===== src/rtl/toy_program_loader_pkg.sv =====
// rtl/toy_program_loader_pkg.sv - toy ISA constants shared by the loader and the core
// Purpose: opcode/funct encodings, the symbolic operation enum and the loader FSM state type.
// Ports: none (package toy_isa_pkg).
package toy_isa_pkg;

    // Primary opcode field, instr[31:26]
    localparam logic [5:0] OPC_RTYPE = 6'b000000;
    localparam logic [5:0] OPC_J     = 6'b000010;
    localparam logic [5:0] OPC_BLE   = 6'b000110;
    localparam logic [5:0] OPC_BGE   = 6'b000111;
    localparam logic [5:0] OPC_ADDI  = 6'b001000;
    localparam logic [5:0] OPC_LI    = 6'b001001;
    localparam logic [5:0] OPC_LW    = 6'b100011;
    localparam logic [5:0] OPC_SW    = 6'b101011;

    // R-type function field, instr[5:0]
    localparam logic [5:0] FUNCT_SLL  = 6'b000000;
    localparam logic [5:0] FUNCT_SRL  = 6'b000010;
    localparam logic [5:0] FUNCT_ADD  = 6'b100000;
    localparam logic [5:0] FUNCT_MOVE = 6'b100001;
    localparam logic [5:0] FUNCT_SUB  = 6'b100010;

    // Symbolic operation presented on the loader input; 13..15 are illegal
    typedef enum logic [3:0] {
        OP_NOP  = 4'd0,
        OP_ADD  = 4'd1,
        OP_SUB  = 4'd2,
        OP_SLL  = 4'd3,
        OP_SRL  = 4'd4,
        OP_MOVE = 4'd5,
        OP_LI   = 4'd6,
        OP_ADDI = 4'd7,
        OP_LW   = 4'd8,
        OP_SW   = 4'd9,
        OP_BGE  = 4'd10,
        OP_BLE  = 4'd11,
        OP_J    = 4'd12
    } toy_op_e;

    typedef enum logic [1:0] {
        ST_IDLE  = 2'd0,
        ST_WRITE = 2'd1,
        ST_DONE  = 2'd2,
        ST_ERR   = 2'd3
    } loader_state_e;

endpackage


===== src/rtl/toy_program_loader_if.sv =====
// rtl/toy_program_loader_if.sv - instruction handshake and memory byte-write interfaces
// Purpose: toy_instr_if carries one symbolic instruction per valid/ready handshake;
//          toy_mem_if carries the byte write port into instruction memory.
// Ports: master drives the transfer, slave receives it (in_ready flows slave->master).
interface toy_instr_if;
    logic        in_valid;
    logic        in_ready;
    logic [3:0]  in_op;
    logic [4:0]  in_rs;
    logic [4:0]  in_rt;
    logic [4:0]  in_rd;
    logic [4:0]  in_shamt;
    logic [15:0] in_imm;
    logic        in_last;

    modport master (
        output in_valid, in_op, in_rs, in_rt, in_rd, in_shamt, in_imm, in_last,
        input  in_ready
    );
    modport slave (
        input  in_valid, in_op, in_rs, in_rt, in_rd, in_shamt, in_imm, in_last,
        output in_ready
    );
endinterface

interface toy_mem_if #(
    parameter int ADDR_W = 8
);
    logic              mem_we;
    logic [ADDR_W-1:0] mem_addr;
    logic [7:0]        mem_wdata;

    modport master (output mem_we, mem_addr, mem_wdata);
    modport slave  (input  mem_we, mem_addr, mem_wdata);
endinterface


===== src/rtl/toy_program_loader_encoder.sv =====
// rtl/toy_program_loader_encoder.sv - combinational symbolic-to-binary instruction encoder
// Purpose: maps op fields onto a 32-bit toy-MIPS word and flags unknown ops.
// Ports: i_op/i_rs/i_rt/i_rd/i_shamt/i_imm in; o_word encoded word, o_illegal for ops 13..15.
module toy_instr_encoder
    import toy_isa_pkg::*;
(
    input  logic [3:0]  i_op,
    input  logic [4:0]  i_rs,
    input  logic [4:0]  i_rt,
    input  logic [4:0]  i_rd,
    input  logic [4:0]  i_shamt,
    input  logic [15:0] i_imm,
    output logic [31:0] o_word,
    output logic        o_illegal
);

    always_comb begin
        o_word    = 32'h0;
        o_illegal = 1'b0;
        case (i_op)
            OP_NOP:  o_word = 32'h0;
            OP_ADD:  o_word = {OPC_RTYPE, i_rs, i_rt, i_rd, 5'd0, FUNCT_ADD};
            OP_SUB:  o_word = {OPC_RTYPE, i_rs, i_rt, i_rd, 5'd0, FUNCT_SUB};
            OP_SLL:  o_word = {OPC_RTYPE, 5'd0, i_rt, i_rd, i_shamt, FUNCT_SLL};
            OP_SRL:  o_word = {OPC_RTYPE, 5'd0, i_rt, i_rd, i_shamt, FUNCT_SRL};
            OP_MOVE: o_word = {OPC_RTYPE, i_rs, 5'd0, i_rd, 5'd0, FUNCT_MOVE};
            OP_LI:   o_word = {OPC_LI, 5'd0, i_rt, i_imm};
            OP_ADDI: o_word = {OPC_ADDI, i_rs, i_rt, i_imm};
            OP_LW:   o_word = {OPC_LW, i_rs, i_rt, i_imm};
            OP_SW:   o_word = {OPC_SW, i_rs, i_rt, i_imm};
            // The core fetches branch targets from instr[7:0]; upper imm bits are cleared
            OP_BGE:  o_word = {OPC_BGE, i_rs, i_rt, 8'h00, i_imm[7:0]};
            OP_BLE:  o_word = {OPC_BLE, i_rs, i_rt, 8'h00, i_imm[7:0]};
            OP_J:    o_word = {OPC_J, 18'd0, i_imm[7:0]};
            default: o_illegal = 1'b1;
        endcase
    end

endmodule


===== src/rtl/toy_program_loader.sv =====
// rtl/toy_program_loader.sv - writes an encoded toy program into instruction memory
// Purpose: accepts symbolic instructions, encodes them, writes each word big-endian one
//          byte per cycle, and holds the core in reset until the last word is written.
// Ports: clk, reset (sync, active-high); instr (slave handshake); mem (byte write master);
//        word_count words written, cpu_reset core reset request, done/err sticky status.
module toy_program_loader
    import toy_isa_pkg::*;
#(
    parameter int ADDR_W    = 8,
    parameter int MAX_WORDS = 64
) (
    input  logic              clk,
    input  logic              reset,
    toy_instr_if.slave        instr,
    toy_mem_if.master         mem,
    output logic [6:0]        word_count,
    output logic              cpu_reset,
    output logic              done,
    output logic              err
);

    localparam logic [6:0]        MAX_WC   = 7'(MAX_WORDS);
    localparam logic [ADDR_W-1:0] ADDR_ONE = {{(ADDR_W-1){1'b0}}, 1'b1};

    loader_state_e     r_state;
    logic              r_in_ready;
    logic              r_mem_we;
    logic [ADDR_W-1:0] r_mem_addr;
    logic [7:0]        r_mem_wdata;
    logic [6:0]        r_word_count;
    logic              r_cpu_reset;
    logic              r_done;
    logic              r_err;
    logic [31:0]       r_word;
    logic              r_last;
    // Index of the next byte to emit; reaching 4 means byte 3 is on the bus this cycle
    logic [2:0]        r_idx;

    logic [31:0]       w_word;
    logic              w_illegal;
    logic [ADDR_W-1:0] w_base;
    logic [7:0]        w_next_byte;
    logic              w_accept;

    toy_instr_encoder u_encoder (
        .i_op      (instr.in_op),
        .i_rs      (instr.in_rs),
        .i_rt      (instr.in_rt),
        .i_rd      (instr.in_rd),
        .i_shamt   (instr.in_shamt),
        .i_imm     (instr.in_imm),
        .o_word    (w_word),
        .o_illegal (w_illegal)
    );

    assign w_base   = {r_word_count[ADDR_W-3:0], 2'b00};
    assign w_accept = r_in_ready & instr.in_valid;

    always_comb begin
        w_next_byte = r_word[31:24];
        case (r_idx[1:0])
            2'd1:    w_next_byte = r_word[23:16];
            2'd2:    w_next_byte = r_word[15:8];
            2'd3:    w_next_byte = r_word[7:0];
            default: w_next_byte = r_word[31:24];
        endcase
    end

    always_ff @(posedge clk) begin
        if (reset) begin
            r_state      <= ST_IDLE;
            r_in_ready   <= 1'b0;
            r_mem_we     <= 1'b0;
            r_mem_addr   <= '0;
            r_mem_wdata  <= 8'h00;
            r_word_count <= 7'd0;
            r_cpu_reset  <= 1'b1;
            r_done       <= 1'b0;
            r_err        <= 1'b0;
            r_word       <= 32'h0;
            r_last       <= 1'b0;
            r_idx        <= 3'd0;
        end else begin
            case (r_state)
                ST_IDLE: begin
                    if (w_accept) begin
                        r_in_ready <= 1'b0;
                        if (w_illegal || (r_word_count == MAX_WC)) begin
                            r_state <= ST_ERR;
                            r_err   <= 1'b1;
                        end else begin
                            // Byte 0 goes out straight from the encoder so the first
                            // write lands in the cycle right after the accept
                            r_state     <= ST_WRITE;
                            r_word      <= w_word;
                            r_last      <= instr.in_last;
                            r_mem_we    <= 1'b1;
                            r_mem_addr  <= w_base;
                            r_mem_wdata <= w_word[31:24];
                            r_idx       <= 3'd1;
                        end
                    end else begin
                        // Covers the first cycle out of reset
                        r_in_ready <= 1'b1;
                    end
                end
                ST_WRITE: begin
                    if (r_idx == 3'd4) begin
                        r_mem_we     <= 1'b0;
                        r_idx        <= 3'd0;
                        r_word_count <= r_word_count + 7'd1;
                        if (r_last) begin
                            r_state     <= ST_DONE;
                            r_done      <= 1'b1;
                            r_cpu_reset <= 1'b0;
                        end else begin
                            r_state    <= ST_IDLE;
                            r_in_ready <= 1'b1;
                        end
                    end else begin
                        r_mem_addr  <= r_mem_addr + ADDR_ONE;
                        r_mem_wdata <= w_next_byte;
                        r_idx       <= r_idx + 3'd1;
                    end
                end
                ST_DONE: begin
                    r_in_ready <= 1'b0;
                end
                ST_ERR: begin
                    r_in_ready <= 1'b0;
                end
                default: begin
                    r_state <= ST_ERR;
                    r_err   <= 1'b1;
                end
            endcase
        end
    end

    assign instr.in_ready = r_in_ready;
    assign mem.mem_we     = r_mem_we;
    assign mem.mem_addr   = r_mem_addr;
    assign mem.mem_wdata  = r_mem_wdata;
    assign word_count     = r_word_count;
    assign cpu_reset      = r_cpu_reset;
    assign done           = r_done;
    assign err            = r_err;

endmodule


===== src/flat_wrapper.sv =====
// flat-port wrapper written by rule: the top's interface ports become plain ports
module toy_program_loader_flat import toy_isa_pkg::*;
#(
    parameter int ADDR_W    = 8,
    parameter int MAX_WORDS = 64
)
  (clk, reset, word_count, cpu_reset, done, err, instr_in_valid, instr_in_op, instr_in_rs, instr_in_rt, instr_in_rd, instr_in_shamt, instr_in_imm, instr_in_last, instr_in_ready, mem_mem_we, mem_mem_addr, mem_mem_wdata);
  toy_instr_if instr_i ();
  toy_mem_if #(.ADDR_W(ADDR_W)) mem_i ();
  input  logic clk;
  input  logic reset;
  output logic [6:0] word_count;
  output logic cpu_reset;
  output logic done;
  output logic err;
  input wire logic [$bits(instr_i.in_valid)-1:0] instr_in_valid;
  input wire logic [$bits(instr_i.in_op)-1:0] instr_in_op;
  input wire logic [$bits(instr_i.in_rs)-1:0] instr_in_rs;
  input wire logic [$bits(instr_i.in_rt)-1:0] instr_in_rt;
  input wire logic [$bits(instr_i.in_rd)-1:0] instr_in_rd;
  input wire logic [$bits(instr_i.in_shamt)-1:0] instr_in_shamt;
  input wire logic [$bits(instr_i.in_imm)-1:0] instr_in_imm;
  input wire logic [$bits(instr_i.in_last)-1:0] instr_in_last;
  output wire logic [$bits(instr_i.in_ready)-1:0] instr_in_ready;
  output wire logic [$bits(mem_i.mem_we)-1:0] mem_mem_we;
  output wire logic [$bits(mem_i.mem_addr)-1:0] mem_mem_addr;
  output wire logic [$bits(mem_i.mem_wdata)-1:0] mem_mem_wdata;
  assign instr_i.in_valid = instr_in_valid;
  assign instr_i.in_op = instr_in_op;
  assign instr_i.in_rs = instr_in_rs;
  assign instr_i.in_rt = instr_in_rt;
  assign instr_i.in_rd = instr_in_rd;
  assign instr_i.in_shamt = instr_in_shamt;
  assign instr_i.in_imm = instr_in_imm;
  assign instr_i.in_last = instr_in_last;
  assign instr_in_ready = instr_i.in_ready;
  assign mem_mem_we = mem_i.mem_we;
  assign mem_mem_addr = mem_i.mem_addr;
  assign mem_mem_wdata = mem_i.mem_wdata;
  toy_program_loader #(.ADDR_W(ADDR_W), .MAX_WORDS(MAX_WORDS)) u_core (.clk(clk), .reset(reset), .instr(instr_i), .mem(mem_i), .word_count(word_count), .cpu_reset(cpu_reset), .done(done), .err(err));
endmodule

===== config.mk =====
export PLATFORM = sky130hd
export DESIGN_NAME = toy_program_loader_flat
export DESIGN_NICKNAME = d
export VERILOG_FILES = /design/src/rtl/toy_program_loader_pkg.sv /design/src/rtl/toy_program_loader_if.sv /design/src/rtl/toy_program_loader_encoder.sv /design/src/rtl/toy_program_loader.sv /design/src/flat_wrapper.sv
export SDC_FILE = /design/constraint.sdc
export NUM_CORES = 1
export LEC_CHECK = 0
export ABC_AREA = 1
export CAP_MARGIN = 20
export CORE_AREA = 2 2 68 135
export CTS_CLUSTER_DIAMETER = 80
export DETAILED_ROUTE_END_ITERATION = 10
export DIE_AREA = 0 0 70 137
export PLACE_DENSITY = 0.78
export SKIP_CTS_REPAIR_TIMING = 1
export SKIP_LAST_GASP = 1
export SLEW_MARGIN = 20
export SYNTH_ARGS = -nofsm -noshare
export SYNTH_HDL_FRONTEND = slang
export SYNTH_SLANG_ARGS = --single-unit

===== constraint.sdc =====
create_clock -name clk -period 1.4 [get_ports clk]
set_input_delay 0.28 -clock clk [delete_from_list [all_inputs] [get_ports clk]]
set_output_delay 0.28 -clock clk [all_outputs]
set_load 0.01 [all_outputs]

==> metrics.md <==
| Metric | Value |
|---|---|
| Synth Instances | 588 |
| Post-Syn Area per Cell | 6.38 µm² |
| Die ar. | 0.00959 mm² |
| Worst Path Required | 1.68 ns |
| Final Core Density | 70.5% |
| Worst Path Max Fanout | 5 |
| Max rail drop VDD | 0.000695 V |
| Fillers | 664 |
| Switching part of the total power | 30.6% |
| Drt pass-1 iters | 5 |
| Worst Max-Slew Pin Slew | 0.391 ns |
| Die H | 137 µm |
| Syn Nets | 640 |
| Largest cells by area after synthesis | dfxtp_1 35%, nand2_1 18%, nand3_1 12% |
| GRT Util Overall | 24.4% |
| Nature of the critical path endpoint | flip-flop |
| Largest net degree at the start of global routing | 32 |
| Total wire length | 13,900 µm |
| FMAX | 603 MHz |
| Most common cell in the netlist | nand2_1 |
| Syn. warnings | 0 |
| Routed WL per cell | 16.6 µm |
| Busiest grt layer | met2 |
| Starting DRT DRC Count | 314 |
| Num rows | 48 |
| CTS tree | done |
| Worst-path clk slew | 0.06 ns |
| Synthesis-stage register bit count | 65 |
| GRT Residual Overflow | 0 |
| Root Driver | clkbuf_16 |
| Worst-Skew Late Latency | 0.34 ns |
| Starting density of the core | 44.0% |
| Layout Area Growth over Synthesis | 60.4% |
| Crit Path Category | reg -> reg |
| Prevailing post-synth register cell | dfxtp_1 |
| Post-layout instance area | 0.00601 mm² |
| Run status | complete, but fails checks |
| Met3 Usage GRT | 4.27% |
| Num ports | 72 |
| Int Power | 3790 µW |
| CTS H-Tree Depth | 3 |
| Mapped Area | 0.00375 mm² |
| Drt drc | 0 |
| Leak pwr | 0.00303 µW |
| HPWL after DPL | 9040 µm |
| Worst hold path class | in -> reg |
| Met2 global-route usage | 49.8% |
| DP Area | 0.00497 mm² |
| Global Route met1 Usage | 21.5% |
| Initial antenna violation count | 0 |
| Tcrit/Tclk final | 118% |
| Vias per Instance | 5.49 |
| Sequential Power Share | 37.1% |
| Comb pwr share | 25.3% |
| Power Density | 908 mW/mm² |
| Seq/Total Area, Yosys | 34.7% |
| Slew Viols, Final | 0 |
| Synth top area share | 34.7% |
| Failing checks | setup timing |
| Area of the core | 0.00853 mm² |
| Vias in the first global route | 4,034 |
| EDFF count, synth | 0 |
| Antenna Cells | 0 |
| Clock net sink count | 65 |
| Top post-synthesis cells by count | 184 x nand2_1, 89 x nand3_1, 66 x nor2_1 |
| Distinct cells, synth | 28 |
| Max_cap viols | 0 |
| Critical Path Source Type | flip-flop |
| Via count | 4,574 |
| Layout cells sized above 1 | 27.6% |
| Clock network fraction of total power | 37.6% |
| Max transition margin | 73.9% |
| Port Buf Inserts | 71 |
| CTS max path bufs | 2 |
| RSZ-0062 raised after global routing | yes |
| Final #Nets | 780 |
| Synth area leader | dfxtp_1 |
| RePlAce Congestion | 1.04 |
| ANT nets after route | 0 |
| Post-Place Worst Slack | -0.514 ns |
| Final setup viols | 59 |
| Ys async rst share | 0% |
| Inserted Clock Buffers | 9 |
| Clk_skew | 0.00610 ns |
| Die X | 70 µm |
| Critical path arrival | 1.94 ns |
| Setup ws final | -0.258 ns |
| First-pass GRT wire length | 18,300 µm |
| Period minus WS final | 1.66 ns |
| Final Hold Fails | 0 |
| Switching Power | 1670 µW |
-- layout by cell type, fill, tap and decap left out, types with 3 or more instances in the layout --
master / count
dlymetal6s2s_1: 32
nor2_2: 6
buf_6: 6
dfxtp_4: 4
clkinv_2: 3
nand3_1: 85
nand2_2: 8
nand2_1: 164
dfxtp_2: 4
a21oi_2: 18
a21oi_1: 35
nor2_4: 8
o21ai_2: 4
ha_4: 6
nor2_1: 58
dfxtp_1: 57
clkbuf_16: 12
clkdlybuf4s50_1: 39
clkinv_4: 4
or2_2: 3
o21ai_0: 14
o21ai_1: 8
buf_12: 6
inv_4: 4
nand2_4: 16
nand2_8: 3
inv_1: 27
inv_2: 4
nand3_2: 4
buf_4: 70
-- cell type report --
type / count / area (µm²) / share of cell area [%]
clock buffer: 9 / 225 / 3.75
clock inverter: 7 / 47.5 / 0.791
inverter: 38 / 168 / 2.79
multi-input combinational: 458 / 2550 / 42.4
sequential: 65 / 1320 / 22.0
tap: 100 / 125 / 2.08
timing repair buffer: 156 / 1580 / 26.3
-- critical path, stage by stage, from the launching register on --
cell      delay, ns
dfxtp_4        0.37
inv_4          0.04
ha_4           0.15
inv_2          0.04
nor2_2         0.03
nand3_2        0.09
nand2_2        0.08
nor2_4         0.20
clkinv_4       0.15
buf_12         0.17
nor2_4         0.14
a21oi_4        0.04
nor2_1         0.08
-- kinds of logic (layout without fill, tap and decap cells) --
kind of cell	after synthesis	count (layout)	synth area share (%)
AO/OA/AOI/OAI	85	85	11.7
adder cells (fa/ha/maj)	8	8	2.67
buffers and inverters	66	210	8.41
flip-flops	65	65	34.7
AND/OR/NAND/NOR	364	365	42.5
-- state kept, by name, summed over array words and instances (netlist names) --
register,cells
u_core.instr.in_ready,1
u_core.r_last,1
u_core.r_word,31
u_core.err,1
u_core.r_state,2
u_core.mem.mem_wdata,8
u_core.mem.mem_we,1
u_core.r_idx,3
u_core.cpu_reset,1
u_core.word_count,7
u_core.done,1
u_core.mem.mem_addr,8
-- routing by layer --
metal | up-vias | routed length, µm
met5 | - | 0
met4 | 0 | 804
met3 | 64 | 537
met2 | 179 | 8030
met1 | 2127 | 4480
li1 | 2204 | -
-- metrics by stage --
step,cells,TNS [ns],total power (µW),hold slack (ns)
finish,833,-9.94,5460,0.463
global route,833,-13.40,5660,0.486
CTS,811,-11.62,5190,0.464
detailed placement,795,-22.68,3160,0.455
global placement,795,-20.21,3130,0.449
floorplan,588,-1.06,2620,0.415
-- path summary, 6_finish.rpt --
kind / from / endpoint / slack (ns) / cells past startpoint
worst min-delay path: instr_in_op[1] / u_core.r_word[31]$_SDFFE_PP0P_ / 0.46 / 5
worst max register to register: u_core.word_count[1]$_SDFFE_PP0P_ / u_core.r_word[26]$_SDFFE_PP0P_ / -0.26 / 12
worst min register to register: u_core.mem.mem_we$_SDFFE_PP0P_ / u_core.mem.mem_we$_SDFFE_PP0P_ / 0.47 / 2
worst max-delay path: u_core.word_count[1]$_SDFFE_PP0P_ / u_core.r_word[26]$_SDFFE_PP0P_ / -0.26 / 12
-- power by group through the flow --
stage	sequential (µW)	clock [µW]	combinational, µW
floorplan	2060	0	553
global placement	2050	0	1080
detailed placement	2050	0	1100
CTS	2020	2070	1110
global route	2030	2140	1480
finish	2030	2050	1380
No activity file was read; power rests on OpenSTA's default activity.
